==> src/rtl/program_counter_pkg.sv <==
// -----------------------------------------------------------------------------
// program_counter_pkg
// Shared datapath constants for the program counter.
//
// Contents:
//   PC_RESET_VALUE  address the PC returns to on reset (sized at the use site)
//   PC_WIDTH_MIN    smallest supported address width
//   PC_WIDTH_MAX    largest supported address width
// -----------------------------------------------------------------------------
package program_counter_pkg;

   localparam int PC_RESET_VALUE = 0;
   localparam int PC_WIDTH_MIN   = 2;
   localparam int PC_WIDTH_MAX   = 32;

endpackage : program_counter_pkg

==> src/rtl/pc_next_logic.sv <==
// -----------------------------------------------------------------------------
// pc_next_logic
// Combinational next-address selection for the program counter.
// Load has priority over increment; with neither enable the PC holds.
// The increment wraps modulo 2^word_size (all-ones + 1 -> 0).
//
// Ports:
//   count       in   word_size  current PC value
//   d_in        in   word_size  jump/branch target
//   load_pc     in   1          select d_in
//   inc_pc      in   1          select count + 1
//   next_count  out  word_size  value to register on the next rising edge
// -----------------------------------------------------------------------------
module pc_next_logic #(
   parameter int word_size = 8
) (
   input  logic [word_size-1:0] count,
   input  logic [word_size-1:0] d_in,
   input  logic                 load_pc,
   input  logic                 inc_pc,
   output logic [word_size-1:0] next_count
);

   always_comb begin
      next_count = count;
      if (load_pc) begin
         next_count = d_in;
      end else if (inc_pc) begin
         // carry out of the top bit is intentionally dropped
         next_count = count + word_size'(1);
      end
   end

endmodule : pc_next_logic

==> src/rtl/program_counter.sv <==
// -----------------------------------------------------------------------------
// program_counter
// Address of the next instruction for the CPU fetch path. On each rising clk
// edge the PC is loaded from d_in, incremented by one, or held. An
// asynchronous active-high reset forces it to zero without a clock.
//
// Ports (positional order is fixed by existing instantiations):
//   count    out  word_size  current PC, straight from the register
//   d_in     in   word_size  load value (jump/branch target)
//   rst      in   1          asynchronous active-high reset
//   clk      in   1          system clock
//   load_pc  in   1          synchronous load enable (wins over inc_pc)
//   inc_pc   in   1          synchronous increment enable
//
// Parameter:
//   word_size  address width, 2..32
// -----------------------------------------------------------------------------
module program_counter
   import program_counter_pkg::*;
#(
   parameter int word_size = 8
) (
   output logic [word_size-1:0] count,
   input  logic [word_size-1:0] d_in,
   input  logic                 rst,
   input  logic                 clk,
   input  logic                 load_pc,
   input  logic                 inc_pc
);

   logic [word_size-1:0] next_count;

   pc_next_logic #(
      .word_size (word_size)
   ) u_next (
      .count      (count),
      .d_in       (d_in),
      .load_pc    (load_pc),
      .inc_pc     (inc_pc),
      .next_count (next_count)
   );

   // Reset is in the sensitivity list so count clears as soon as rst rises
   // and stays clear while it is high, whatever the other inputs are doing.
   always_ff @(posedge clk or posedge rst) begin
      if (rst) begin
         count <= word_size'(PC_RESET_VALUE);
      end else begin
         count <= next_count;
      end
   end

endmodule : program_counter

==> config.mk <==
export PLATFORM = sky130hd
export DESIGN_NAME = program_counter
export DESIGN_NICKNAME = d
export VERILOG_FILES = /design/src/rtl/program_counter_pkg.sv /design/src/rtl/pc_next_logic.sv /design/src/rtl/program_counter.sv
export SDC_FILE = /design/constraint.sdc
export NUM_CORES = 1
export LEC_CHECK = 0
export BUFFER_PORTS_ARGS = -buffer_cell sky130_fd_sc_hd__buf_2
export CORE_AREA = 2 2 39 41
export DETAILED_ROUTE_END_ITERATION = 6
export DIE_AREA = 0 0 41 43
export MAX_ROUTING_LAYER = met4
export SYNTH_ARGS = -nofsm -noshare
export SYNTH_HDL_FRONTEND = slang
export SYNTH_SLANG_ARGS = --single-unit
==> constraint.sdc <==
create_clock -name clk -period 1.9 [get_ports clk]
set_clock_uncertainty 0.2 [all_clocks]
set_input_delay 0.38 -clock clk [delete_from_list [all_inputs] [get_ports clk]]
set_output_delay 0.38 -clock clk [all_outputs]
set_load 0.005 [all_outputs]
==> impl_metrics.csv <==
group,metric,value,unit
worst_setup_path,cp.arrival,1460,ps
worst_setup_path,crit_fanout,6,
sta,worst_hold_slack,125,ps
drt,drtIter0Drc,8,
worst_setup_path,cp.depth,4,
worst_setup_path,path_cells,"ha_1 -> nand2_1 -> or4_1 -> nand3_1",
synth,synth_warnings,0,
sta,worst_slew_pin_slew,332,ps
power,power.total,0.436,mW
clocking,cts_hold_buf,1,
worst_setup_path,cp-startpoint,"count[0]",
synth,avgSynthCellArea,8.93,um^2
sta,period_minus_slack,1470,ps
global_route,grt-ovfl-total,0,
synth,synth.distinct_cells,16,
drt,vias,427,
sta,hold_viol_final,0,
clocking,cts_inserted_buffers,3,
worst_setup_path,critPathBufInv,0,
flow_run,maxCapViolations,0,
synth,synth-simple-area-share,29.4,%
layout,final_common_cell,"buf_2",
drt,drc,0,
worst_setup_path,slowest_stage,"dfrtp_1",
worst_setup_path,crit_end,"count[6]",
power,cell_internal_pwr,0.306,mW
layout,fin_util,42.0,%
hold_path,hp-class,"in -> reg",
clocking,cts-root-buf,"clkbuf_4",
clocking,postCtsSetupBuffers,0,
layout,final_cell_mix,"19 x buf_2, 9 x nand2_1, 8 x dfrtp_1, 6 x o21ai_1, 5 x nand3_1",
drt,ant_nets,0,
synth,synthAdderAreaFrac,2.80,%
run_status,outcome,"completed",
drt,totalWireLength,991,um
clocking,htreeDepth,1,
sta,max_freq,681,MHz
sta,setup_viol,0,
clocking,cts_resized,0,
clocking,clk_latency,260,ps
power,p_sw,0.130,mW
global_route,antenna_found_initial,0,
worst_setup_path,r2r_end,"count[6]",
drt,wl_per_cell,11.5,um
global_route,grt_usage,13.8,%
layout,syn_to_final_growth,30.0,%
global_route,grt_pass1_vias,358,
layout,largest_register_ffs,8,
synth,synth.area.top_cells,"dfrtp_1 45%, nand2_1 7.6%, o21ai_1 6.7%",
synth,synth_xor_area_share,7.84,%
synth,synth_top_cell_area_share,44.8,%
power,ir_drop,335,uV
worst_setup_path,required,1900,ps
floorplan,die_h,43,um
layout,top_register,"count",
placed_design,place_congestion,0.734,
layout,reg.largest.list,"count: 8 flops",
sta,timing.final.ws_setup,431,ps
floorplan,dieArea,1760,um^2
synth,synth_mux_area_share,2.24,%
floorplan,ios,20,
layout,antenna_cells,0,
placed_design,pre_cts_ws,408,ps
sta,setup_tns,0,ps
clocking,clock-sinks,8,
sta,timing.final.crit_share,77.3,%
layout,final_nets,85,
synth,syn_nets,63,
power,leakagePower,0.279,nW
drt,firstDrtPassIters,4,
sta,relSlewSlack,77.9,%
synth,ys_seq_elements,8,
synth,ys_seq_area_share,44.8,%
sta,drv_slew,0,
clocking,clock_path_buffers,2,
floorplan,core_area,1380,um^2
clocking,clk_pin_slew,60,ps
sta,rsz0062_at_grt,"no",
layout,final_layout_size_suffix_gt1_share,32.9,%
worst_setup_path,path_class,"reg -> reg",
power,swShare,29.8,%
global_route,grt_pass1_wl,1490,um
placed_design,portBuffers,19,
worst_setup_path,r2r-start,"count[0]",
global_route,grt_max_degree,20,
synth,synthCells,50,
synth,yosysTopAreaCell,"dfrtp_1",
floorplan,start_util,32.3,%
floorplan,die_x,41,um
drt,viasPerCell,4.97,
worst_setup_path,rrSetupSlack,430,ps
power,p_comb_share,19.7,%
worst_setup_path,ff2ff_path_depth,4,
synth,synth-compound-area-share,8.96,%
worst_setup_path,crit_path_max_incr_delay,440,ps
power,power_frac_seq,49.4,%
worst_setup_path,crit_family,"simple AND/OR/NAND/NOR gates",
worst_setup_path,worstSetupEndpointType,"flop",
power,p_clk_share,30.9,%
worst_setup_path,cp-start-kind,"flop",
synth,syn_area,447,um^2
floorplan,num_rows,14,
placed_design,dp_hpwl,727,um
clocking,cts_tree,"yes",
synth,synth_top_family_by_area,"simple AND/OR/NAND/NOR gates",
power,powerDensity,752,nW/um^2
-- worst min-delay path by stage --
stage / slack [ps] / start / endpoint / cells past startpoint
5_1_grt: 110 / d_in[6] / count[6] / 3
3_3_place_gp: 140 / rst / count[5] / 2
4_1_cts: 120 / d_in[6] / count[6] / 3
6_report: 120 / d_in[6] / count[6] / 3
2_1_floorplan: -4 / rst / count[0] / 1
3_5_place_dp: 150 / rst / count[7] / 2
-- worst register-to-register path, cell delays in order (launching register included) --
cell	delay, ps
dfrtp_1	440
ha_1	200
nand2_1	90
or4_1	400
nand3_1	90
-- cell usage after synthesis --
| library cell | count |
|---|---|
| nand2_1 | 9 |
| dfrtp_1 | 8 |
| o21ai_1 | 6 |
| nand3_1 | 5 |
| nand4_1 | 3 |
| nor2b_1 | 3 |
| or4_1 | 3 |
| xor2_1 | 3 |
| buf_2 | 2 |
| o21ai_0 | 2 |
| clkbuf_1 | 1 |
| ha_1 | 1 |
| inv_1 | 1 |
| mux2i_1 | 1 |
| nand4_2 | 1 |
| xnor2_1 | 1 |
-- metrics by stage --
stage,area [um^2],std cells
3_3_place_gp,548,82
4_1_cts,581,86
5_1_grt,581,86
6_report,581,86
3_5_place_dp,548,82
2_1_floorplan,447,50
-- power by group through the flow --
stage                     registers (mW)  logic, mW  clock network, mW
final                              0.216     0.0861              0.135
after detailed placement           0.218     0.0858                  0
after global placement             0.217     0.0848                  0
after CTS                          0.215     0.0878              0.145
after global routing               0.218     0.0991              0.152
after floorplan                    0.216     0.0475                  0
-- routing by layer --
layer	GRT usage [%]	vias to the layer above	wire length, um
li1	-	221	-
met1	16.2	190	476
met2	17.8	14	447
met3	4.71	2	53
met4	12.0	0	14
met5	-	-	0
-- cell type report --
cell class	instances	area, um^2
fill	152	803
inverter	1	3.75
clock buffer	3	22.5
tap	16	20.0
multi-input combinational	38	229
sequential	8	200
timing repair buffer	20	105
-- logic make-up (layout without fill, tap and decap cells) --
kind of cell,Yosys count,after routing
and+or+nand+nor,24,24
DFF,8,8
buffers and inverters,4,24
adders and majority gates,1,1
AOI/OAI and AO/OA,8,8
xor gates and xnor gates,4,4
muxes,1,1
Note: power is estimated with default switching activity, not from simulation.
